==> src/rtl/risc_v_pkg.sv <==
// Shared encodings and widths for the memory arbiter.
package risc_v_pkg;

  localparam int XLEN = 32;
  localparam int BE_W = 4;

  typedef enum logic {
    ST_IDLE = 1'b0,
    ST_WAIT = 1'b1
  } state_t;

  typedef enum logic [1:0] {
    OWN_NONE = 2'b00,
    OWN_I    = 2'b01,
    OWN_D    = 2'b10
  } owner_t;

endpackage

==> src/rtl/mem_arbiter.sv <==
// Two-port (fetch/data) arbiter onto a single fixed-latency memory, one access outstanding.
// Valid/ready: a request is taken in the cycle its gnt is 1; rvalid pulses one cycle with rdata.
module mem_arbiter
  import risc_v_pkg::*;
#(
  parameter int MEM_LAT      = 1,
  parameter int MAX_D_STREAK = 4
) (
  input  logic            clk,
  input  logic            rst,
  input  logic            i_req,
  input  logic [XLEN-1:0] i_addr,
  output logic            i_gnt,
  output logic            i_rvalid,
  output logic [XLEN-1:0] i_rdata,
  input  logic            d_req,
  input  logic            d_we,
  input  logic [XLEN-1:0] d_addr,
  input  logic [XLEN-1:0] d_wdata,
  input  logic [BE_W-1:0] d_be,
  output logic            d_gnt,
  output logic            d_rvalid,
  output logic [XLEN-1:0] d_rdata,
  output logic            mem_en,
  output logic            mem_we,
  output logic [XLEN-1:0] mem_addr,
  output logic [XLEN-1:0] mem_wdata,
  output logic [BE_W-1:0] mem_be,
  input  logic [XLEN-1:0] mem_rdata,
  output logic            busy,
  output logic [1:0]      dbg_owner
);

  state_t     state;
  owner_t     owner;
  logic [2:0] cnt;
  logic [3:0] d_streak;
  logic       store_q;
  logic       grant_i;
  logic       grant_d;

  // Grant is combinational so the access starts in the request cycle; reset masks it.
  always_comb begin
    grant_i = 1'b0;
    grant_d = 1'b0;
    if (!rst && state == ST_IDLE) begin
      if (i_req && (!d_req || d_streak == 4'(MAX_D_STREAK))) grant_i = 1'b1;
      else if (d_req)                                         grant_d = 1'b1;
    end
  end

  assign i_gnt     = grant_i;
  assign d_gnt     = grant_d;
  assign mem_en    = grant_i | grant_d;
  assign mem_we    = grant_d & d_we;
  assign mem_addr  = grant_i ? i_addr : (grant_d ? d_addr : '0);
  assign mem_wdata = grant_d ? d_wdata : '0;
  assign mem_be    = grant_i ? {BE_W{1'b1}} : (grant_d ? d_be : '0);
  assign busy      = (state == ST_WAIT);
  assign dbg_owner = owner;

  always_ff @(posedge clk or posedge rst) begin
    if (rst) begin
      state    <= ST_IDLE;
      owner    <= OWN_NONE;
      cnt      <= 3'd0;
      d_streak <= 4'd0;
      store_q  <= 1'b0;
      i_rvalid <= 1'b0;
      d_rvalid <= 1'b0;
      i_rdata  <= '0;
      d_rdata  <= '0;
    end else begin
      i_rvalid <= 1'b0;
      d_rvalid <= 1'b0;
      i_rdata  <= '0;
      d_rdata  <= '0;

      // Streak only counts data wins that actually kept a fetch waiting.
      if (!i_req || grant_i)                             d_streak <= 4'd0;
      else if (grant_d && d_streak < 4'(MAX_D_STREAK))   d_streak <= d_streak + 4'd1;

      case (state)
        ST_IDLE: begin
          if (grant_i || grant_d) begin
            state   <= ST_WAIT;
            owner   <= grant_i ? OWN_I : OWN_D;
            store_q <= grant_d & d_we;
            cnt     <= 3'd1;
          end
        end
        ST_WAIT: begin
          if (cnt == 3'(MEM_LAT)) begin
            state <= ST_IDLE;
            owner <= OWN_NONE;
            cnt   <= 3'd0;
            if (owner == OWN_I) begin
              i_rvalid <= 1'b1;
              i_rdata  <= mem_rdata;
            end else begin
              d_rvalid <= 1'b1;
              d_rdata  <= store_q ? '0 : mem_rdata;
            end
          end else begin
            cnt <= cnt + 3'd1;
          end
        end
        default: state <= ST_IDLE;
      endcase
    end
  end

endmodule

==> config.mk <==
export PLATFORM = sky130hd
export DESIGN_NAME = mem_arbiter
export DESIGN_NICKNAME = d
export VERILOG_FILES = /design/src/rtl/risc_v_pkg.sv /design/src/rtl/mem_arbiter.sv
export SDC_FILE = /design/constraint.sdc
export NUM_CORES = 1
export LEC_CHECK = 0
export ABC_AREA = 0
export CORE_MARGIN = 3
export CORE_UTILIZATION = 30
export DETAILED_ROUTE_END_ITERATION = 7
export PLACE_DENSITY = 0.84
export SLEW_MARGIN = 20
export SYNTH_ARGS = -nofsm -noshare
export SYNTH_HDL_FRONTEND = slang
export SYNTH_SLANG_ARGS = --single-unit
==> constraint.sdc <==
create_clock -name clk -period 2.38 [get_ports clk]
set_clock_uncertainty 0.05 [all_clocks]
set_input_delay 0.476 -clock clk [delete_from_list [all_inputs] [get_ports clk]]
set_output_delay 0.476 -clock clk [all_outputs]
set_load 0.005 [all_outputs]
==> results of run 1 <==
-- cell usage after synthesis, types with 2 or more instances --
master / count / area share
inv_1: 4 / 0.0043
a21bo_2: 2 / 0.0057
buf_6: 4 / 0.013
o22ai_1: 32 / 0.057
nor2_2: 2 / 0.0036
dfrtp_1: 77 / 0.55
clkbuf_1: 5 / 0.0054
and2_1: 97 / 0.17
o21ai_1: 2 / 0.0029
buf_2: 16 / 0.023
nor2_1: 7 / 0.0075
ha_1: 2 / 0.0072
mux2i_1: 2 / 0.0057
nand2_1: 75 / 0.080
nand3_1: 5 / 0.0072
a21oi_1: 5 / 0.0072
-- worst max-delay path, stage by stage (launching register included) --
cell,delay [ns]
dfrtp_1,0.40
inv_2,0.08
ha_4,0.14
nand2_4,0.07
o21ai_4,0.17
nand2_4,0.10
buf_4,0.17
buf_6,0.13
buf_6,0.11
o22ai_1,0.10
buf_2,0.14
-- metal layers --
| layer | GRT usage | up-vias |
|---|---|---|
| met1 | 0.210 | 1830 |
| met2 | 0.351 | 199 |
| met4 | 0.0911 | 0 |
| li1 | - | 1777 |
| met5 | 0 | - |
| met3 | 0.0297 | 38 |
-- logic make-up (layout without fill, tap and decap cells) --
| family | Yosys count | in the layout | share of synthesized area |
|---|---|---|---|
| DFF | 77 | 77 | 0.551 |
| buffers and inverters | 31 | 346 | 0.0486 |
| AOI/OAI and AO/OA | 47 | 50 | 0.0891 |
| xor gates and xnor gates | 1 | 1 | 0.00250 |
| and+or+nand+nor | 193 | 193 | 0.293 |
| muxes | 3 | 3 | 0.00894 |
| adders and majority gates | 2 | 2 | 0.00715 |
-- state kept, by name, indices dropped and copies added, names as in the netlist --
| signal | flops |
|---|---|
| d_rvalid | 1 |
| dbg_owner | 2 |
| d_rdata | 32 |
| i_rvalid | 1 |
| cnt | 3 |
| d_streak | 4 |
| i_rdata | 32 |
| busy | 1 |
| store_q | 1 |
-- layout make-up --
type                            count  area, um^2  share of cell area
Clock buffer                       10         229              0.0315
Sequential cell                    77        1930               0.265
Inverter                            5        22.5             0.00310
Tap cell                          140         175              0.0241
Timing Repair Buffer              325        3140               0.432
Clock inverter                      6        68.8             0.00947
Multi-Input combinational cell    249        1700               0.234
-- placed cells by master, fill, tap and decap left out, drive strengths merged --
master	Yosys	final
ha	2	2
nor2b	1	1
a2bb2oi	1	1
o22ai	32	32
mux2i	2	2
buf	21	97
nor3b	1	1
nor3	1	1
clkdlybuf4s15	0	1
nand3	6	6
xnor2	1	1
clkbuf	5	31
nand2	75	75
nand2b	1	1
o21ai	4	4
a21oi	6	6
clkinvlp	0	2
nor2	10	10
a22o	1	1
a21bo	2	5
dlymetal6s2s	0	1
bufinv	0	1
dlygate4sd2	0	2
clkdlybuf4s50	0	203
a41oi	1	1
clkinv	0	2
or2	1	1
inv	5	6
dfrtp	77	77
and2	97	97
mux2	1	1
-- final timing paths --
| kind | cells past startpoint | end |
|---|---|---|
| worst min register to register | 1 | cnt[1] |
| worst max register to register | 10 | store_q |
| min in group asynchronous | 3 | i_rdata[27] |
| worst min-delay path | 1 | cnt[1] |
| max in group asynchronous | 4 | dbg_owner[1] |
| worst max-delay path | 10 | mem_addr[5] |
-- metrics by stage --
step / cell area, um^2 / utilization / TNS [ns] / std cells
3_5_place_dp: 6530 / 0.587 / -31.99 / 769
3_3_place_gp: 6530 / 0.587 / -28.17 / 769
2_1_floorplan: 3500 / - / 0 / 354
5_1_grt: 7260 / 0.653 / -3.60 / 812
4_1_cts: 6900 / 0.620 / -2.50 / 793
6_report: 7260 / 0.653 / -0.595 / 812
-- power groups by stage --
stage                     clock [mW]  combinational, mW  sequential, mW
after floorplan                    0              0.750            1.69
after global placement             0               1.82            1.68
after detailed placement           0               1.86            1.69
after CTS                       1.37               1.85            1.67
after global routing            1.43               2.23            1.70
final                           1.35               2.07            1.67
-- what timing repair did --
item | 4_1_cts | 5_1_grt
cloned | 5 | 5
pin swaps | 1 | 30
gates resized for setup | 166 | 202
endpoints found under the setup margin | 72 | 72
buffers inserted | 3 | 15
endpoints found under the hold margin | 0 | 0
==> results.md, run 1 <==
- Combinational fraction of design power: 0.407
- Worst-Margin Slew: ~0.44 ns
- Final WS setup: -0.0852 ns
- Initial antenna violation count: 0
- RSZ-0062 raised after global routing: true
- CTS tree: yes
- Post-detail-place hpwl: about 9600 um
- CP Launch Point: d_streak[0]
- P per Cell Area: between 700 and 800 nW/um^2
- Crit start category: register
- Fillcell total: roughly 860
- Post-synth cell types: 33
- Hold Fails Final Rpt: 0
- Synthesized area: about 3500 um^2
- Fraction of layout cells with a size suffix above 1: 0.304
- Overall power: between 5 and 6 mW
- Synth Net Count: roughly 490
- Synth async-reset ratio: 1.00
- First-pass GRT wire length: around 19000 um
- Most common flop cell mapped by yosys: dfrtp_1
- Tot GR Track Use: 0.189
- Fin crit share: 1.04
- Grt total ovfl: 0
- Max Fclk: 0.406 GHz
- Dpl ws: -0.520 ns
- Hold WS: approximately 0.47 ns
- Kind of end point of the critical path: primary output
- Port bufs: about 280
- Count of pins over their slew limit: 0
- Leak: between 3 and 4 nW
- Max layer used: met4
- Mean Syn Cell Area: approximately 10 um^2
- Largest net degree at the start of global routing: 36
- Drt pass-1 iters: 5
- Core area: ~11000 um^2
- Metal3 WL: ~900 um
- Failing checks: setup timing
- P_sw: 1.50 mW
- YS warnings: 0
- Initial Util: 0.314
- Relative slew margins: 0.708
- Diodes inserted: 0
- Setup Viol. Count Final: 28
- Metal2 WL: between 7000 and 8000 um
- Hold Path Class: register to register
- Startpoint of the worst-slack reg-to-reg timing path: d_streak[0]
- Crit Path Max Fanout: 6
- Hold wc startpoint: cnt[1]
- DRC viols: 0
- # IOs: around 280
- CTS Hold Buffers Added: 0
- Critical path required time: 1.85 ns
- Status: finished, violations left
- Number of synthesized flops with an enable pin: 0
- Flop pwr share: 0.328
- CTS buffer count: 9
- H-tree depth: 3
- Clock power frac: 0.265
- Post-route ant nets: 0
- Vias in the first global route: 3876
- Number of clock sinks: 77
- Critical path arrival: around 1.9 ns
- Critical setup path kind: register to primary output
- Synthesized flop and latch total: 77
- Root buf cell: clkbuf_16
- Die area: ~13000 um^2
- Maximum VDD drop: roughly 0.00035 V
- Final #Nets: approximately 810
- Worst skew pair latency: approximately 0.32 ns
- M1 WL: approximately 5000 um
- Row count: 38
- Placer Congestion: a little over 0.8
- Final min period: 2.47 ns
- Seq/Total Area, Yosys: 0.551
- Sw Ratio: 0.295
- Avg WL per Cell: around 17 um
- Pint: roughly 3.6 mW
- Reg2reg setup slack: 0.58 ns
- Post-synthesis cell count: between 300 and 400
- Die Wd: 114 um
- Routed vias/inst: approximately 4.7
- Area Growth Syn to Fin: 108%
- Worst-path clk slew: approximately 0.06 ns
- Maximum Capacitance Violations: 0
- Via Count: just under 4k
- Die H: between 100 and 150 um
- CTS max path bufs: 2
- Total Wirelength: between 10000 and 15000 um
- Starting DRT DRC Count: approximately 160
No activity file was read; power rests on OpenSTA's default activity.
==> inputs of run 2 (changes only) <==
Settings changed: CAP_MARGIN from default to 20, CTS_CLUSTER_DIAMETER from default to 150.
==> results of run 2 <==
Final layout, timing and power as in run 1 (identical DEF).
